File: config.mk
export PLATFORM = sky130hd
export DESIGN_NAME = lsu_ctrl
export DESIGN_NICKNAME = d
export VERILOG_FILES = /design/src/rtl/lsu_ctrl_pkg.sv /design/src/rtl/lsu_align.sv /design/src/rtl/lsu_ctrl.sv
export SDC_FILE = /design/constraint.sdc
export NUM_CORES = 1
export LEC_CHECK = 0
export ABC_AREA = 1
export BUFFER_PORTS_ARGS = -buffer_cell sky130_fd_sc_hd__buf_2
export CAP_MARGIN = 20
export CORE_MARGIN = 2
export CORE_UTILIZATION = 40
export DETAILED_ROUTE_END_ITERATION = 16
export MAX_ROUTING_LAYER = met4
export PLACE_DENSITY = 0.66
export SYNTH_ARGS = -nofsm -noshare
export SYNTH_HDL_FRONTEND = slang
export SYNTH_SLANG_ARGS = --single-unit
File: constraint.sdc
create_clock -name clock -period 7.65 [get_ports clock]
set_input_delay 1.53 -clock clock [delete_from_list [all_inputs] [get_ports clock]]
set_output_delay 1.53 -clock clock [all_outputs]
set_load 0.1 [all_outputs]
File: src/rtl/lsu_ctrl_pkg.sv
// Shared encodings for the load/store unit: access sizes and controller states.
package lsu_ctrl_pkg;

    localparam logic [1:0] SIZE_BYTE = 2'd0;
    localparam logic [1:0] SIZE_HALF = 2'd1;
    localparam logic [1:0] SIZE_WORD = 2'd2;

    typedef enum logic [1:0] {
        LSU_IDLE = 2'd0,
        LSU_REQ  = 2'd1,
        LSU_WAIT = 2'd2,
        LSU_RESP = 2'd3
    } lsu_state_e;

    // Size encoding 3 is treated like a word access.
    function automatic logic is_misaligned(input logic [1:0] size, input logic [1:0] offset);
        case (size)
            SIZE_BYTE: is_misaligned = 1'b0;
            SIZE_HALF: is_misaligned = offset[0];
            default:   is_misaligned = (offset != 2'b00);
        endcase
    endfunction

endpackage

File: src/rtl/lsu_align.sv
// Byte-lane logic: store replication and mask, load extraction and extension,
// and the alignment check applied to an incoming request.
module lsu_align
    import lsu_ctrl_pkg::*;
(
    input  logic [1:0]  size,
    input  logic [1:0]  offset,
    input  logic        wen,
    input  logic        is_unsigned,
    input  logic [31:0] wdata,
    input  logic [31:0] mem_rdata,
    input  logic [1:0]  chk_size,
    input  logic [1:0]  chk_offset,
    output logic [31:0] lane_wdata,
    output logic [3:0]  lane_wmask,
    output logic [31:0] load_data,
    output logic        misaligned
);

    logic [31:0] shifted;

    always_comb begin
        shifted    = mem_rdata >> {offset, 3'b000};
        lane_wdata = wdata;
        lane_wmask = 4'b1111;
        load_data  = mem_rdata;
        case (size)
            SIZE_BYTE: begin
                lane_wdata = {4{wdata[7:0]}};
                lane_wmask = 4'b0001 << offset;
                load_data  = {{24{~is_unsigned & shifted[7]}}, shifted[7:0]};
            end
            SIZE_HALF: begin
                lane_wdata = {2{wdata[15:0]}};
                lane_wmask = 4'b0011 << offset;
                load_data  = {{16{~is_unsigned & shifted[15]}}, shifted[15:0]};
            end
            default: ;
        endcase
        if (!wen) begin
            lane_wmask = 4'b0000;
        end
        misaligned = is_misaligned(chk_size, chk_offset);
    end

endmodule

File: src/rtl/lsu_ctrl.sv
// Load/store controller: one bus transaction per accepted request, with
// misalignment trapping, bus timeout and dropping of late (stale) responses.
module lsu_ctrl
    import lsu_ctrl_pkg::*;
#(
    parameter int unsigned TIMEOUT_CYCLES = 256,
    parameter int unsigned CNT_W          = 9
) (
    input  logic        clock,
    input  logic        reset,
    input  logic        lsu_reqValid,
    input  logic        lsu_wen,
    input  logic [1:0]  lsu_size,
    input  logic        lsu_unsigned,
    input  logic [31:0] lsu_addr,
    input  logic [31:0] lsu_wdata,
    output logic        lsu_respValid,
    output logic [31:0] lsu_rdata,
    output logic        lsu_err,
    output logic        mem_reqValid,
    input  logic        mem_reqReady,
    output logic [31:0] mem_addr,
    output logic        mem_wen,
    output logic [31:0] mem_wdata,
    output logic [3:0]  mem_wmask,
    input  logic        mem_respValid,
    input  logic [31:0] mem_rdata
);

    lsu_state_e  state_q, state_d;
    logic        wen_q, uns_q;
    logic [1:0]  size_q;
    logic [31:0] addr_q, wdata_q;
    logic [CNT_W-1:0] cnt_q, cnt_d;
    logic        stale_q, stale_d;
    logic [31:0] rdata_q, rdata_d;
    logic        err_q, err_d;
    logic        capture;

    logic [31:0] load_data;
    logic        misaligned;
    logic        timeout;
    logic        resp_ok;

    lsu_align u_align (
        .size        (size_q),
        .offset      (addr_q[1:0]),
        .wen         (wen_q),
        .is_unsigned (uns_q),
        .wdata       (wdata_q),
        .mem_rdata   (mem_rdata),
        .chk_size    (lsu_size),
        .chk_offset  (lsu_addr[1:0]),
        .lane_wdata  (mem_wdata),
        .lane_wmask  (mem_wmask),
        .load_data   (load_data),
        .misaligned  (misaligned)
    );

    // >= rather than == so a handshake taken on the threshold cycle still times out in WAIT.
    assign timeout = (cnt_q >= CNT_W'(TIMEOUT_CYCLES - 1));
    assign resp_ok = mem_respValid && !stale_q;

    assign mem_reqValid  = (state_q == LSU_REQ);
    assign mem_addr      = {addr_q[31:2], 2'b00};
    assign mem_wen       = wen_q;
    assign lsu_respValid = (state_q == LSU_RESP);
    assign lsu_rdata     = rdata_q;
    assign lsu_err       = err_q;

    always_comb begin
        state_d = state_q;
        cnt_d   = cnt_q;
        stale_d = stale_q;
        rdata_d = rdata_q;
        err_d   = err_q;
        capture = 1'b0;

        if (mem_respValid && stale_q) begin
            stale_d = 1'b0;
        end

        unique case (state_q)
            LSU_IDLE: begin
                if (lsu_reqValid) begin
                    capture = 1'b1;
                    rdata_d = '0;
                    err_d   = 1'b0;
                    if (misaligned) begin
                        err_d   = 1'b1;
                        state_d = LSU_RESP;
                    end else begin
                        cnt_d   = '0;
                        state_d = LSU_REQ;
                    end
                end
            end
            LSU_REQ: begin
                cnt_d = cnt_q + 1'b1;
                if (mem_reqReady) begin
                    state_d = LSU_WAIT;
                end else if (timeout) begin
                    err_d   = 1'b1;
                    state_d = LSU_RESP;
                end
            end
            LSU_WAIT: begin
                cnt_d = cnt_q + 1'b1;
                if (resp_ok) begin
                    if (!wen_q) begin
                        rdata_d = load_data;
                    end
                    state_d = LSU_RESP;
                end else if (timeout) begin
                    // The bus still owes a response; drop it when it shows up.
                    err_d   = 1'b1;
                    stale_d = 1'b1;
                    state_d = LSU_RESP;
                end
            end
            LSU_RESP: begin
                state_d = LSU_IDLE;
            end
            default: begin
                state_d = LSU_IDLE;
            end
        endcase
    end

    always_ff @(posedge clock or posedge reset) begin
        if (reset) begin
            state_q <= LSU_IDLE;
            cnt_q   <= '0;
            stale_q <= 1'b0;
            rdata_q <= '0;
            err_q   <= 1'b0;
            wen_q   <= 1'b0;
            uns_q   <= 1'b0;
            size_q  <= SIZE_BYTE;
            addr_q  <= '0;
            wdata_q <= '0;
        end else begin
            state_q <= state_d;
            cnt_q   <= cnt_d;
            stale_q <= stale_d;
            rdata_q <= rdata_d;
            err_q   <= err_d;
            if (capture) begin
                wen_q   <= lsu_wen;
                uns_q   <= lsu_unsigned;
                size_q  <= lsu_size;
                addr_q  <= lsu_addr;
                wdata_q <= lsu_wdata;
            end
        end
    end

endmodule

==> summary.md <==
| Metric | Value |
|---|---|
| CP dominant cell by count | nand2_1 |
| Synth Warn # | 0 |
| Routed Antenna Nets | 0 |
| Routed len/inst | roughly 15 µm |
| Initial Utilization | 41.22% |
| Commonest cells after routing, fill and taps aside | nand2_1, buf_2, dfrtp_1 |
| Worst setup EP type | output port |
| Most common cell after layout, fill and taps aside | nand2_1 |
| Max H-tree Level | 4 |
| Largest net degree at the start of global routing | 86 |
| Core area | roughly 15,000 µm² |
| Max_cap viols | 0 |
| CTS hold repair buffers | 0 |
| Detailed Routing Iterations Pass 1 | 5 |
| Largest area contributor in the synthesized netlist | dfrtp_1 |
| Tcrit/Tclk final | 64.57% |
| Port Buffers | 206 |
| DIE AREA | 16,030 µm² |
| Share of the synthesized area in the top cell type | 47.02% |
| Vias | between 5,000 and 6,000 |
| FP Rows | 44 |
| Worst-path cell chain | inv_2 -> nand2_1 -> inv_1 -> nand2_1 -> o21ai_0 -> buf_2 |
| Clock skew after layout | ~0.0062 ns |
| Seq/Total Area, Yosys | ~47% |
| Share of layout cells above drive strength 1 | between 30 and 40% |
| Die Width | 126.6 µm |
| FF+latch count, synth | 113 |
| Pins over their slew limit | 0 |
| Initial antenna violation count | 1 |
| DRC Markers | 0 |
| Post-cts resize count | 0 |
| CTS tree | done |
| Fillers | between 1,000 and 1,500 |
| Critical path peak fanout | between 40 and 50 |
| Yosys cell types | 34 |
| First-pass GRT wire length | 25.32 mm |
| Multi-input gate area | around 2500 µm² |
| Area Overhead vs Synth | 23.12% |
| TritonCTS sink count | 113 |
| Number of setup violations in the final report | 0 |
| Startpoint types | flop |
| Max Fclk | roughly 0.2 GHz |
| CP max stage delay | 0.70 ns |
| Critical Path RT | 6.12 ns |
| Setup WS pre-CTS | approximately 3.2 ns |
| Status | finished, final reports clean |
| Vias in the first global route | between 5,000 and 6,000 |
| WP data arrival | between 3 and 4 ns |
| Gr usage total | 20.71% |
| DP Wirelength | 11.29 mm |
| Critical path class | flop to output port |
| Detailed Route WL | 15.63 mm |
| Final Hold Fails | 0 |
| Nets | 958 |
| Die Y | 126.6 µm |
| Mapped Area | 6013 µm² |
| Fin crit period | 4.940 ns |
| Register area | roughly 2800 µm² |
| Syn Area/Cell | approximately 8.7 µm² |
| Final hold slack | 0.4660 ns |
| GR Overflow Total | 0 |
| Buffer count from post-CTS setup fixing | 0 |
| Synth top area cells | dfrtp_1, nand2_1, mux2_2 |
| Clk root buf | clkbuf_16 |
| Max transition margin | 31.82% |
| Ports | 209 |
| Worst hold-check path type | flop to flop |
| Fin Setup TNS | 0 ns |
| Drt initial violations | 280 |
| Longest Clk Path Bufs | 2 |
| TritonCTS buffer count | 17 |
| Vias/cell | around 4.9 |
| Clk_lat worst skew | 0.41 ns |
| Setup ws final | 2.710 ns |
| Slowest cell on crit path | dfrtp_1 |
| Worst-margin pin slew | 1.023 ns |
| Mapped Cells | 690 |
| Clock-pin slew on the worst setup and hold paths | 0.06 ns |
| Unrepaired setup endpoints after global routing | no |
| Placer Congestion | between 0.8 and 0.9 |
worst paths after layout:
kind	endpoint	start	slack, ns	depth (start not counted)
min in group asynchronous	addr_q[12]$_DFFE_PP0P_	reset	1.26	2
hold reg to reg	lsu_rdata[3]$_DFFE_PP0P_	lsu_rdata[3]$_DFFE_PP0P_	0.47	2
setup / recovery	mem_wdata[12]	size_q[1]$_DFFE_PP0P_	2.71	6
setup reg to reg	lsu_rdata[29]$_DFFE_PP0P_	size_q[1]$_DFFE_PP0P_	5.02	7
max in group asynchronous	lsu_rdata[31]$_DFFE_PP0P_	reset	5.21	3
hold / removal	lsu_rdata[3]$_DFFE_PP0P_	lsu_rdata[3]$_DFFE_PP0P_	0.47	2
critical path: cells and delay by family, from the launching register on:
family | cells | cell delay, ns
AOI/OAI and AO/OA | 1 | 0.14
and+or+nand+nor | 2 | 0.51
DFF | 1 | 0.70
buffers and inverters | 3 | 1.64
synthesized netlist by cell type, drive strengths merged:
master / count
o22ai: 1
xor2: 2
nand3: 64
o211ai: 6
nand4: 1
dfrtp: 113
a21oi: 23
buf: 66
inv: 40
nand3b: 1
or2: 17
conb: 1
clkbuf: 5
nor2: 40
nor3: 4
o21ai: 29
a21o: 1
ha: 6
nand2: 213
o221ai: 5
mux2: 52
logic make-up (layout without fill, tap and decap cells):
family          after synthesis  count (layout)  share of synthesized area [%]
mux                          52              52                          9.738
simple gates                340             340                          24.68
other cells                   1               3                        0.06236
flops                       113             113                          47.02
xor+xnor                      2               2                         0.2914
compound gates               65              65                          6.201
buf+inv                     111             280                          10.76
fa+ha+maj                     6               6                          1.248
stage by stage:
stage                     cell area (µm²)  instances  util (%)
after floorplan                      6017        691         -
after global placement               6807       1012     46.66
after detailed placement             6807       1012     46.66
after CTS                            7401       1044     50.73
after global routing                 7403       1045     50.75
final                                7403       1045     50.75
layout make-up:
cell class	count	share of cell area [%]
Multi-Input combinational cell	467	34.44
Clock inverter	14	2.231
Tap cell	184	3.110
Antenna cell	1	0.03380
Timing Repair Buffer	208	14.13
Inverter	40	2.062
Clock buffer	18	5.797
Sequential cell	113	38.20
layer usage:
metal	vias up	track usage, %	routed length, µm
li1	2515	-	-
met1	2372	26.99	6976
met2	194	31.68	7257
met3	16	5.230	1130
met4	0	6.981	266
met5	-	-	0
state kept, by name (all words and copies together), names as in the netlist, 2 cells and up:
| register | cells |
|---|---|
| addr_q | 32 |
| cnt_q | 9 |
| lsu_rdata | 32 |
| size_q | 2 |
| state_q | 2 |
| wdata_q | 32 |
Power is not shown: default switching activity piles up to over one toggle a cycle in this logic, so the estimate is an artifact.
